--- src/rtl/ips2l_pcie_dma_pkg.sv ---
// Shared DMA definitions: CplD header constants, completion status codes,
// CplD generator FSM encoding and the 3DW header packer.
package ips2l_pcie_dma_pkg;

   localparam logic [2:0] CPLD_FMT  = 3'b010;
   localparam logic [4:0] CPLD_TYPE = 5'b01010;

   typedef enum logic [2:0] {
      CPL_SC  = 3'b000,
      CPL_UR  = 3'b001,
      CPL_CRS = 3'b010,
      CPL_CA  = 3'b100
   } cpl_status_e;

   localparam logic [2:0] ST_IDLE       = 3'd0;
   localparam logic [2:0] ST_RD_CMD     = 3'd1;
   localparam logic [2:0] ST_WAIT_START = 3'd2;
   localparam logic [2:0] ST_DATA       = 3'd3;
   localparam logic [2:0] ST_FLUSH      = 3'd4;

   typedef struct packed {
      logic [9:0]  length;
      logic [63:0] addr;
      logic [15:0] req_id;
      logic [7:0]  tag;
      logic [2:0]  tc;
      logic [1:0]  attr;
      logic [11:0] byte_cnt;
      logic [6:0]  lower_addr;
      logic [15:0] completer_id;
   } cpld_req_t;

   // Returns {DW2, DW1, DW0}; DW0 lands in bits [31:0] of the first beat.
   function automatic logic [95:0] cpld_hdr_pack(input cpld_req_t r);
      logic [31:0] dw0;
      logic [31:0] dw1;
      logic [31:0] dw2;
      dw0 = {CPLD_FMT, CPLD_TYPE, 1'b0, r.tc, 4'h0, 1'b0, 1'b0, r.attr, 2'b00, r.length};
      dw1 = {r.completer_id, CPL_SC, 1'b0, r.byte_cnt};
      dw2 = {r.req_id, r.tag, 1'b0, r.lower_addr};
      return {dw2, dw1, dw0};
   endfunction

   // Valid DWs left in the residual once the last payload word has gone out.
   function automatic logic [3:0] cpld_flush_keep(input logic [1:0] len_mod);
      logic [3:0] keep;
      case (len_mod)
         2'd0:    keep = 4'b0111;
         2'd2:    keep = 4'b0001;
         2'd3:    keep = 4'b0011;
         default: keep = 4'b1111;
      endcase
      return keep;
   endfunction

endpackage

--- src/rtl/ips2l_pcie_dma_cpld_tlp_gen_if.sv ---
// 128-bit AXI-stream TX channel from the CplD generator to the PCIe core.
interface ips2l_pcie_dma_cpld_tlp_gen_if;
   logic         tvalid;
   logic         tready;
   logic [127:0] tdata;
   logic [3:0]   tkeep;
   logic         tlast;

   modport master (output tvalid, output tdata, output tkeep, output tlast, input tready);
   modport slave  (input tvalid, input tdata, input tkeep, input tlast, output tready);
endinterface

--- src/rtl/ips2l_pcie_dma_cpld_realign.sv ---
// Shifts 128-bit payload words by three DWs behind the CplD header:
// 96-bit residual register plus registered beat mux.
module ips2l_pcie_dma_cpld_realign (
   input  logic         clk,
   input  logic         rst_n,
   input  logic         ld_first,
   input  logic         ld_next,
   input  logic         ld_flush,
   input  logic [95:0]  hdr,
   input  logic [127:0] rd_data,
   output logic [127:0] beat_data
);

   logic [95:0]  residual_reg;
   logic [127:0] beat_reg;
   logic [127:0] beat_next;

   genvar gi;
   generate
      for (gi = 0; gi < 3; gi++) begin : g_lane
         assign beat_next[gi*32 +: 32] = ld_first ? hdr[gi*32 +: 32] : residual_reg[gi*32 +: 32];
      end
   endgenerate

   // Flush beats carry only the residual; the top lane is blanked.
   assign beat_next[127:96] = ld_flush ? 32'd0 : rd_data[31:0];

   always_ff @(posedge clk) begin
      if (!rst_n) begin
         residual_reg <= '0;
         beat_reg     <= '0;
      end else begin
         if (ld_first || ld_next || ld_flush) begin
            beat_reg <= beat_next;
         end
         if (ld_first || ld_next) begin
            residual_reg <= rd_data[127:32];
         end
      end
   end

   assign beat_data = beat_reg;

endmodule

--- src/rtl/ips2l_pcie_dma_cpld_tlp_gen.sv ---
// CplD TLP generator: takes one read request, commands the BAR-RAM read
// controller and streams header plus realigned payload to the core TX port.
module ips2l_pcie_dma_cpld_tlp_gen
   import ips2l_pcie_dma_pkg::*;
(
   input  logic         clk,
   input  logic         rst_n,
   input  logic         i_req_valid,
   output logic         o_req_ready,
   input  logic [9:0]   i_req_length,
   input  logic [63:0]  i_req_addr,
   input  logic [15:0]  i_req_id,
   input  logic [7:0]   i_req_tag,
   input  logic [2:0]   i_req_tc,
   input  logic [1:0]   i_req_attr,
   input  logic [11:0]  i_req_byte_cnt,
   input  logic [6:0]   i_req_lower_addr,
   input  logic [15:0]  i_cfg_completer_id,
   output logic         o_rd_en,
   output logic [9:0]   o_rd_length,
   output logic [63:0]  o_rd_addr,
   output logic         o_cpld_tx_hold,
   output logic         o_cpld_tlp_tx,
   input  logic         i_gen_tlp_start,
   input  logic [127:0] i_rd_data,
   input  logic         i_last_data,
   ips2l_pcie_dma_cpld_tlp_gen_if.master axis
);

   logic [2:0]   state_reg;
   logic [2:0]   state_next;
   cpld_req_t    req_reg;
   logic         req_ready_reg;
   logic         rd_en_reg;
   logic         tvalid_reg;
   logic [3:0]   tkeep_reg;
   logic         tlast_reg;
   logic         tlp_tx_reg;
   logic         last_sent_reg;
   logic [127:0] beat_data;

   logic handshake;
   logic beat_acc;
   logic len_mod1;
   logic ld_first;
   logic ld_next;
   logic ld_flush;

   assign handshake = i_req_valid & req_ready_reg;
   assign beat_acc  = tvalid_reg & axis.tready;
   assign len_mod1  = (req_reg.length[1:0] == 2'd1);

   // A word is consumed from the read controller exactly when hold is low.
   assign ld_first = (state_reg == ST_WAIT_START) & i_gen_tlp_start;
   assign ld_next  = (state_reg == ST_DATA) & beat_acc & ~last_sent_reg;
   assign ld_flush = (state_reg == ST_DATA) & beat_acc & last_sent_reg & ~len_mod1;

   always_comb begin
      state_next = state_reg;
      case (state_reg)
         ST_IDLE:       if (handshake) state_next = ST_RD_CMD;
         ST_RD_CMD:     state_next = ST_WAIT_START;
         ST_WAIT_START: if (i_gen_tlp_start) state_next = ST_DATA;
         ST_DATA: begin
            if (beat_acc && last_sent_reg) begin
               state_next = len_mod1 ? ST_IDLE : ST_FLUSH;
            end
         end
         ST_FLUSH:      if (beat_acc) state_next = ST_IDLE;
         default:       state_next = ST_IDLE;
      endcase
   end

   always_ff @(posedge clk) begin
      if (!rst_n) begin
         state_reg     <= ST_IDLE;
         req_reg       <= '0;
         req_ready_reg <= 1'b0;
         rd_en_reg     <= 1'b0;
         tvalid_reg    <= 1'b0;
         tkeep_reg     <= 4'd0;
         tlast_reg     <= 1'b0;
         tlp_tx_reg    <= 1'b0;
         last_sent_reg <= 1'b0;
      end else begin
         state_reg     <= state_next;
         req_ready_reg <= (state_next == ST_IDLE);
         rd_en_reg     <= handshake;
         tlp_tx_reg    <= beat_acc & tlast_reg;
         if (handshake) begin
            req_reg.length       <= i_req_length;
            req_reg.addr         <= i_req_addr;
            req_reg.req_id       <= i_req_id;
            req_reg.tag          <= i_req_tag;
            req_reg.tc           <= i_req_tc;
            req_reg.attr         <= i_req_attr;
            req_reg.byte_cnt     <= i_req_byte_cnt;
            req_reg.lower_addr   <= i_req_lower_addr;
            req_reg.completer_id <= i_cfg_completer_id;
         end
         if (ld_first || ld_next) begin
            tvalid_reg    <= 1'b1;
            tkeep_reg     <= 4'b1111;
            tlast_reg     <= i_last_data & len_mod1;
            last_sent_reg <= i_last_data;
         end else if (ld_flush) begin
            tkeep_reg <= cpld_flush_keep(req_reg.length[1:0]);
            tlast_reg <= 1'b1;
         end else if (beat_acc && tlast_reg) begin
            tvalid_reg <= 1'b0;
            tkeep_reg  <= 4'd0;
            tlast_reg  <= 1'b0;
         end
      end
   end

   ips2l_pcie_dma_cpld_realign u_realign (
      .clk       (clk),
      .rst_n     (rst_n),
      .ld_first  (ld_first),
      .ld_next   (ld_next),
      .ld_flush  (ld_flush),
      .hdr       (cpld_hdr_pack(req_reg)),
      .rd_data   (i_rd_data),
      .beat_data (beat_data)
   );

   assign o_req_ready    = req_ready_reg;
   assign o_rd_en        = rd_en_reg;
   assign o_rd_length    = req_reg.length;
   assign o_rd_addr      = req_reg.addr;
   assign o_cpld_tx_hold = (state_reg == ST_DATA) & tvalid_reg & ~axis.tready;
   assign o_cpld_tlp_tx  = tlp_tx_reg;

   assign axis.tvalid = tvalid_reg;
   assign axis.tdata  = beat_data;
   assign axis.tkeep  = tkeep_reg;
   assign axis.tlast  = tlast_reg;

endmodule

--- src/flat_wrapper.sv ---
// flat-port wrapper written by rule: the top's interface ports become plain ports
module ips2l_pcie_dma_cpld_tlp_gen_flat import ips2l_pcie_dma_pkg::*;
  (clk, rst_n, i_req_valid, o_req_ready, i_req_length, i_req_addr, i_req_id, i_req_tag, i_req_tc, i_req_attr, i_req_byte_cnt, i_req_lower_addr, i_cfg_completer_id, o_rd_en, o_rd_length, o_rd_addr, o_cpld_tx_hold, o_cpld_tlp_tx, i_gen_tlp_start, i_rd_data, i_last_data, axis_tvalid, axis_tdata, axis_tkeep, axis_tlast, axis_tready);
  ips2l_pcie_dma_cpld_tlp_gen_if axis_i ();
  input  logic clk;
  input  logic rst_n;
  input  logic i_req_valid;
  output logic o_req_ready;
  input  logic [9:0] i_req_length;
  input  logic [63:0] i_req_addr;
  input  logic [15:0] i_req_id;
  input  logic [7:0] i_req_tag;
  input  logic [2:0] i_req_tc;
  input  logic [1:0] i_req_attr;
  input  logic [11:0] i_req_byte_cnt;
  input  logic [6:0] i_req_lower_addr;
  input  logic [15:0] i_cfg_completer_id;
  output logic o_rd_en;
  output logic [9:0] o_rd_length;
  output logic [63:0] o_rd_addr;
  output logic o_cpld_tx_hold;
  output logic o_cpld_tlp_tx;
  input  logic i_gen_tlp_start;
  input  logic [127:0] i_rd_data;
  input  logic i_last_data;
  output wire logic [$bits(axis_i.tvalid)-1:0] axis_tvalid;
  output wire logic [$bits(axis_i.tdata)-1:0] axis_tdata;
  output wire logic [$bits(axis_i.tkeep)-1:0] axis_tkeep;
  output wire logic [$bits(axis_i.tlast)-1:0] axis_tlast;
  input wire logic [$bits(axis_i.tready)-1:0] axis_tready;
  assign axis_tvalid = axis_i.tvalid;
  assign axis_tdata = axis_i.tdata;
  assign axis_tkeep = axis_i.tkeep;
  assign axis_tlast = axis_i.tlast;
  assign axis_i.tready = axis_tready;
  ips2l_pcie_dma_cpld_tlp_gen u_core (.clk(clk), .rst_n(rst_n), .i_req_valid(i_req_valid), .o_req_ready(o_req_ready), .i_req_length(i_req_length), .i_req_addr(i_req_addr), .i_req_id(i_req_id), .i_req_tag(i_req_tag), .i_req_tc(i_req_tc), .i_req_attr(i_req_attr), .i_req_byte_cnt(i_req_byte_cnt), .i_req_lower_addr(i_req_lower_addr), .i_cfg_completer_id(i_cfg_completer_id), .o_rd_en(o_rd_en), .o_rd_length(o_rd_length), .o_rd_addr(o_rd_addr), .o_cpld_tx_hold(o_cpld_tx_hold), .o_cpld_tlp_tx(o_cpld_tlp_tx), .i_gen_tlp_start(i_gen_tlp_start), .i_rd_data(i_rd_data), .i_last_data(i_last_data), .axis(axis_i));
endmodule
--- config.mk ---
export PLATFORM = sky130hd
export DESIGN_NAME = ips2l_pcie_dma_cpld_tlp_gen_flat
export DESIGN_NICKNAME = d
export VERILOG_FILES = /design/src/rtl/ips2l_pcie_dma_pkg.sv /design/src/rtl/ips2l_pcie_dma_cpld_tlp_gen_if.sv /design/src/rtl/ips2l_pcie_dma_cpld_realign.sv /design/src/rtl/ips2l_pcie_dma_cpld_tlp_gen.sv /design/src/flat_wrapper.sv
export SDC_FILE = /design/constraint.sdc
export NUM_CORES = 1
export LEC_CHECK = 0
export CAP_MARGIN = 20
export CELL_PAD_IN_SITES_DETAIL_PLACEMENT = 0
export CELL_PAD_IN_SITES_GLOBAL_PLACEMENT = 1
export CORE_ASPECT_RATIO = 1.4
export CORE_MARGIN = 1.5
export CORE_UTILIZATION = 35
export DETAILED_ROUTE_END_ITERATION = 10
export PLACE_DENSITY_LB_ADDON = 0.1
export SYNTH_ARGS = -nofsm -noshare
export SYNTH_HDL_FRONTEND = slang
export SYNTH_SLANG_ARGS = --single-unit
--- constraint.sdc ---
create_clock -name clk -period 3.4 [get_ports clk]
set_clock_uncertainty 0.2 [all_clocks]
set_input_delay 0.34 -clock clk [delete_from_list [all_inputs] [get_ports clk]]
set_output_delay 0.34 -clock clk [all_outputs]
set_load 0.02 [all_outputs]
== Yosys cells after proc, flatten, opt, wreduce, memory -nomap -nowiden ==
Cells that the tools add are included.

* Memories: 0
* Output and inout bits: 212
* Memory bits (read-only): 0
* Bits of input ports: 272
* Latch bits: 0
* Word-level logic and storage cells: 70
* Flip-flop bits (word level): 375
* Bits in writable memories: 0

* Shifts and indexed selects: 0
* Bitwise gates (word level): 14
* $mul: 0
* Equality and inequality tests: 8
* Multiplexer cells: 19
* Reductions and logical operators: 10
* $lt $le $gt $ge: 0
* Div/mod/pow operators: 0
* Add/sub/neg operators: 0

{| class="wikitable"
|+ Operator list
! cell !! count
|-
| 2-to-1 mux 32 bit || 4
|-
| 2-to-1 mux 3 bit || 5
|-
| case mux 3 bit (5 select lines) || 1
|-
| 2-to-1 mux 4 bit || 3
|-
| case mux 4 bit (3 select lines) || 1
|-
| bitwise AND 1 bit || 11
|-
| == test 3 x 2 -> 1 bit (second input constant) || 2
|-
| zero test 3 bit || 2
|-
| 2-to-1 mux 1 bit || 5
|-
| == test 2 bit (second input constant) || 2
|-
| == test 3 x 1 -> 1 bit (second input constant) || 1
|-
| == test 3 bit (second input constant) || 1
|-
| inverter 1 bit || 3
|-
| nonzero test 3 bit || 1
|-
| == test 2 x 1 -> 1 bit (second input constant) || 1
|-
| logical AND 1 bit || 2
|-
| zero test 2 bit || 1
|-
| logical OR 1 bit || 2
|-
| != test 2 x 1 -> 1 bit (second input constant) || 1
|-
| AND reduction 2 bit || 1
|-
| nonzero test 2 bit || 1
|}

== Logic depth before layout (Yosys ltp) ==
* Depth in word-level cells: 6
* Depth in mapped cells: 8
* Depth with buffers taken out: 4

== By module ==
From an unflattened synthesis, not the netlist that was laid out.

* Cells, all modules: 1,779
* Area, all modules: 15,742.6 um2

{| class="wikitable"
|+ By module, submodules not included
! module !! cells an instance !! area an instance (um2) !! seq. area each (um2) !! times used
|-
| ips2l_pcie_dma_cpld_realign || 1,034 || 9,820.7 || 4,484.3 || 1
|-
| ips2l_pcie_dma_cpld_tlp_gen || 745 || 5,921.9 || 3,022.9 || 1
|}

== Worst setup path after synthesis ==
No wires, ideal clock.

* Path type: reg-to-reg
* Start point: register u_core.tvalid_reg (netlist: u_core.axis.tvalid)
* End point: register u_core.u_realign.beat_reg[78] (netlist: u_core.u_realign.beat_data[78])
* Arrival: 1.629 ns
* Path slack: 1.502 ns
* Library setup time: 0.070 ns
* Stages on the path, launching flop included: 7
* Required time: 3.130 ns
* Path buffers: 2
* Path through: dfxtp_1 nand2_1 o31ai_2 buf_2 buf_4 o21ai_1 a21oi_1

* Word-level cells in the longest chain between the ends: 5
* Elaborated cells between the ends (all ways): 7

{| class="wikitable"
|+ RTL lines
! item !! RTL line !! text
|-
| start: declaration || ips2l_pcie_dma_cpld_tlp_gen.sv:35 || <nowiki>logic tvalid_reg;</nowiki>
|-
| start signal: assignment || ips2l_pcie_dma_cpld_tlp_gen.sv:80 || <nowiki>tvalid_reg <= 1'b0;</nowiki>
|-
| start signal: assignment || ips2l_pcie_dma_cpld_tlp_gen.sv:102 || <nowiki>tvalid_reg <= 1'b1;</nowiki>
|-
| start signal: assignment || ips2l_pcie_dma_cpld_tlp_gen.sv:110 || <nowiki>tvalid_reg <= 1'b0;</nowiki>
|-
| bitwise AND 1 bit (*) || ips2l_pcie_dma_cpld_tlp_gen.sv:50 || <nowiki>assign beat_acc = tvalid_reg & axis.tready;</nowiki>
|-
| bitwise AND 1 bit (*) || ips2l_pcie_dma_cpld_tlp_gen.sv:55, ips2l_pcie_dma_cpld_tlp_gen.sv:56 ||
|-
| bitwise AND 1 bit, on equally long branches || ips2l_pcie_dma_cpld_tlp_gen.sv:56, ips2l_pcie_dma_cpld_tlp_gen.sv:55 ||
|-
| bitwise AND 1 bit or logical OR 1 bit (tied branches) || ips2l_pcie_dma_cpld_tlp_gen.sv:56, ips2l_pcie_dma_cpld_realign.sv:33 ||
|-
| logical OR 1 bit (*) || ips2l_pcie_dma_cpld_realign.sv:33 || <nowiki>if (ld_first || ld_next || ld_flush) begin</nowiki>
|-
| end signal: assignment || ips2l_pcie_dma_cpld_realign.sv:34 || <nowiki>beat_reg <= beat_next;</nowiki>
|-
| end: declaration || ips2l_pcie_dma_cpld_realign.sv:15 || <nowiki>logic [127:0] beat_reg;</nowiki>
|}

Mark *: on every way between the ends. The rest lies on a longest branch, timed or not.
A chain may end at the register's enable or synchronous reset.

== Final worst setup path ==
* Start point: register u_core.state_reg[1]
* End point: output port o_cpld_tx_hold

* Word-level cells in the longest chain between the ends: 3

{| class="wikitable"
|+ RTL lines
! item !! RTL line !! text
|-
| start: declaration || ips2l_pcie_dma_cpld_tlp_gen.sv:30 || <nowiki>logic [2:0] state_reg;</nowiki>
|-
| start signal: assignment || ips2l_pcie_dma_cpld_tlp_gen.sv:86 || <nowiki>state_reg <= state_next;</nowiki>
|-
| == test 3 x 2 -> 1 bit || ips2l_pcie_dma_cpld_tlp_gen.sv:132 || <nowiki>assign o_cpld_tx_hold = (state_reg == ST_DATA) & tvalid_reg & ~axis.tready;</nowiki>
|-
| bitwise AND 1 bit (2 in series) || ips2l_pcie_dma_cpld_tlp_gen.sv:132 ||
|-
| end: declaration || flat_wrapper.sv:21 || <nowiki>output logic o_cpld_tx_hold;</nowiki>
|}

Every way passes these cells.

==> results.py <==
metrics = {
    "status": {
        "status": "finished, final reports clean",
    },
    "critical_path": {
        "crit_path_end_kind": "primary output",
        "timing.critical_path.slowest_cell_delay_ns": 0.67,
        "worstPathArrival_ns": 2.14,
        "regToRegSetupSlack_ns": 1.15,
        "worstSetupStartpointType": "flop",
        "crit_required_ns": 2.86,
        "cp_cell_sequence": "nand3b_4, nor3b_1, clkdlybuf4s50_1",
        "critical_path.slowest_cell": "clkdlybuf4s50_1",
        "path_max_fanout": 8,
        "timing_worst_setup_path_type": "reg2out",
    },
    "clocking": {
        "clkLatencyLatePin_ns": 0.53,
        "clockRootBuffer": "clkbuf_16",
        "htree_levels": 2,
        "clkSlewWorstSetupHoldPaths_ns": 0.06,
        "cts-buffers-inserted": 40,
        "cts_repair_resize_count": 0,
        "cts_tree": "yes",
        "ctsLongestPathBuffers": 3,
        "post_cts_buffers": 0,
        "tritoncts_num_sinks": 375,
        "hold_buffers": 0,
    },
    "yosys": {
        "synthesis.yosys.warnings": 0,
        "number_of_enable_type_register_cells_in_the_synthesized_netlist": 0,
        "synth_top_cells_by_area": "dfxtp_1, nand2_1, a21oi_1",
        "post_synth_instance_area_um2": 14100,
        "yosys.area_share.xor_xnor": 0,
        "async_reset_ff_frac": 0,
        "main_combinational_cell_family_by_area_after_synthesis": "simple AND/OR/NAND/NOR gates",
        "ys_top_cells_by_count": "nand2_1, dfxtp_1, a21oi_1",
        "synth_compound_area_frac": 0.166,
        "synth_adder_area_share": 0,
        "netlist_instances": 1720,
        "most_instantiated_library_cell_after_synthesis": "nand2_1",
        "ys_types": 37,
        "synth-seq-area-share": 0.531,
        "synth_top_cell_area_share": 0.531,
        "synth_area_per_cell_um2": 8.22,
        "synth_simple_gate_area_share": 0.169,
        "postSynth.topFlopCell": "dfxtp_1",
        "yosys-mux-area-fraction": 0.0532,
        "synth-seq-cells": 375,
        "synthesis.nets": 1992,
        "yosys.area.top_type": "dfxtp_1",
    },
    "sta": {
        "setup-tns-final_ns": 0,
        "max-slew-margin-rel": 0.266,
        "maxSlewViolCount": 0,
        "timing.final.setup_violations": 0,
        "setup_repair_after_global_routing_missed_its_margin": "no",
        "timing.fmax_mhz": 373,
        "post-route-worst-setup-slack_ns": 0.718,
        "timing_hold_violations_final": 0,
        "final_min_period_over_clock_period": 0.789,
        "layout_min_cycle_time_ns": 2.68,
        "tightest_slew_ns": 1.10,
    },
    "die": {
        "io-pin-count": 484,
        "fp.dieH_um": 241,
        "num_rows": 86,
        "initial_core_util": 0.357,
        "die_area_um2": 41600,
        "die_x_um": 173,
        "core_area_um2": 39600,
    },
    "pwr": {
        "leakagePower_uw": 0.00709,
        "power.density_cell_area_nw_per_um2": 519,
        "vdd.ir_drop.worst_mv": 0.364,
    },
    "detailed_routing": {
        "drt_iter0_markers": 727,
        "viasPerCell": 4.80,
        "antenna_left": 0,
        "drt_drc_violations_left": 0,
        "detailed_route_via_count": 12600,
        "router_iterations_before_antenna_repair": 6,
        "routed_wl_mm": 47.0,
        "detail_route.wl_per_cell_um": 17.9,
    },
    "global_route": {
        "antenna_violations_before_repair": 8,
        "grt_max_degree": 153,
        "grt_usage": 0.218,
        "globalRoute.totalOverflow": 0,
        "number_of_global_route_vias_before_repair": 12300,
        "first_pass_grt_wire_length_mm": 71.3,
    },
    "run": {
        "cap_violations": 0,
    },
    "final_layout": {
        "area_growth_syn_to_layout_pct": 42.7,
        "final_net_count": 2338,
        "finalCoreUtilization": 0.509,
        "largest_reg_flops": 128,
        "count_of_filler_cells_inserted_in_the_layout": 3911,
        "layout-drive-gt1-share": 0.0453,
    },
    "placed_design": {
        "place_congestion": 0.769,
        "io_buffer_count": 483,
        "place.detailed.hpwl_mm": 31.2,
        "place_ws_ns": 0.790,
    },
    "hold_path": {
        "timing.hold.worst.class": "in2reg",
    },
}
area by class of cell:
cell class	count	area (um2)	share of cell area
inverter	1	11.3	0.000558
sequential	375	7510	0.372
multi-input combinational	1141	5550	0.275
clock inverter	10	125	0.00620
timing repair buffer	507	5120	0.254
antenna	5	12.5	0.000620
tap	528	661	0.0328
clock buffer	62	1180	0.0587
layout by cell type (no fill, tap or decap), types with 3 or more instances in the layout:
master / Yosys / layout
a21boi_0: 8 / 8
a21boi_1: 12 / 12
a21oi_1: 347 / 347
a31oi_1: 4 / 4
buf_12: 0 / 9
buf_4: 85 / 16
bufinv_16: 0 / 3
clkbuf_1: 73 / 13
clkbuf_16: 0 / 41
clkbuf_8: 0 / 8
clkdlybuf4s50_1: 0 / 482
clkinv_2: 0 / 7
dfxtp_1: 375 / 375
diode_2: 0 / 5
mux2i_1: 74 / 74
nand2_1: 584 / 583
nand3_1: 6 / 6
nor2_1: 5 / 5
o21ai_0: 51 / 51
o21ai_1: 25 / 25
path summary, 6_finish.rpt:
kind	startpoint	to	depth (start not counted)
setup / recovery	u_core.state_reg[1]	o_cpld_tx_hold	3
hold / removal	rst_n	u_core.req_reg[1]	3
setup reg to reg	u_core.state_reg[1]	u_core.u_realign.beat_data[124]	5
hold reg to reg	u_core.u_realign.residual_reg[65]	u_core.u_realign.residual_reg[65]	2
logic make-up (layout without fill, tap and decap cells):
kind of cell | after synthesis | in the layout
multiplexers | 75 | 75
flip-flops | 375 | 375
buffers and inverters | 204 | 580
AND/OR/NAND/NOR | 613 | 613
AO/OA/AOI/OAI | 453 | 453
other | 0 | 5
layer usage:
metal | wire length (um) | part of all wire | track usage | vias up
met2 | 23800 | 0.51 | 0.385 | 379
met3 | 3590 | 0.076 | 0.0668 | 65
met1 | 18400 | 0.39 | 0.250 | 5871
met4 | 1190 | 0.025 | 0.0738 | 6
li1 | - | - | - | 6305
met5 | 40 | 0.00085 | 0 | -
critical path, delay by kind of cell (launching register included):
kind | cells | cell delay [ns]
buffers and inverters | 1 | 0.67
flip-flops | 1 | 0.51
AND/OR/NAND/NOR | 2 | 0.42
metrics by stage:
stage          hold WS (ns)  cell area, um2  cells  total power [uW]
2_1_floorplan         0.230           14100   1720              5490
3_3_place_gp          0.237           18800   2552              6190
3_5_place_dp          0.243           18800   2552              6200
4_1_cts               0.117           20200   2624             10600
5_1_grt               0.136           20200   2628             10900
6_report              0.146           20200   2629             10500
power by group:
part           total [uW]  internal [uW]  switching (uW)  leakage [uW]
Clock                4390           2620            1760      0.000648
Sequential           4710           4600             114       0.00304
Combinational        1380            669             711       0.00340
Note: power is estimated with default switching activity, not from simulation.
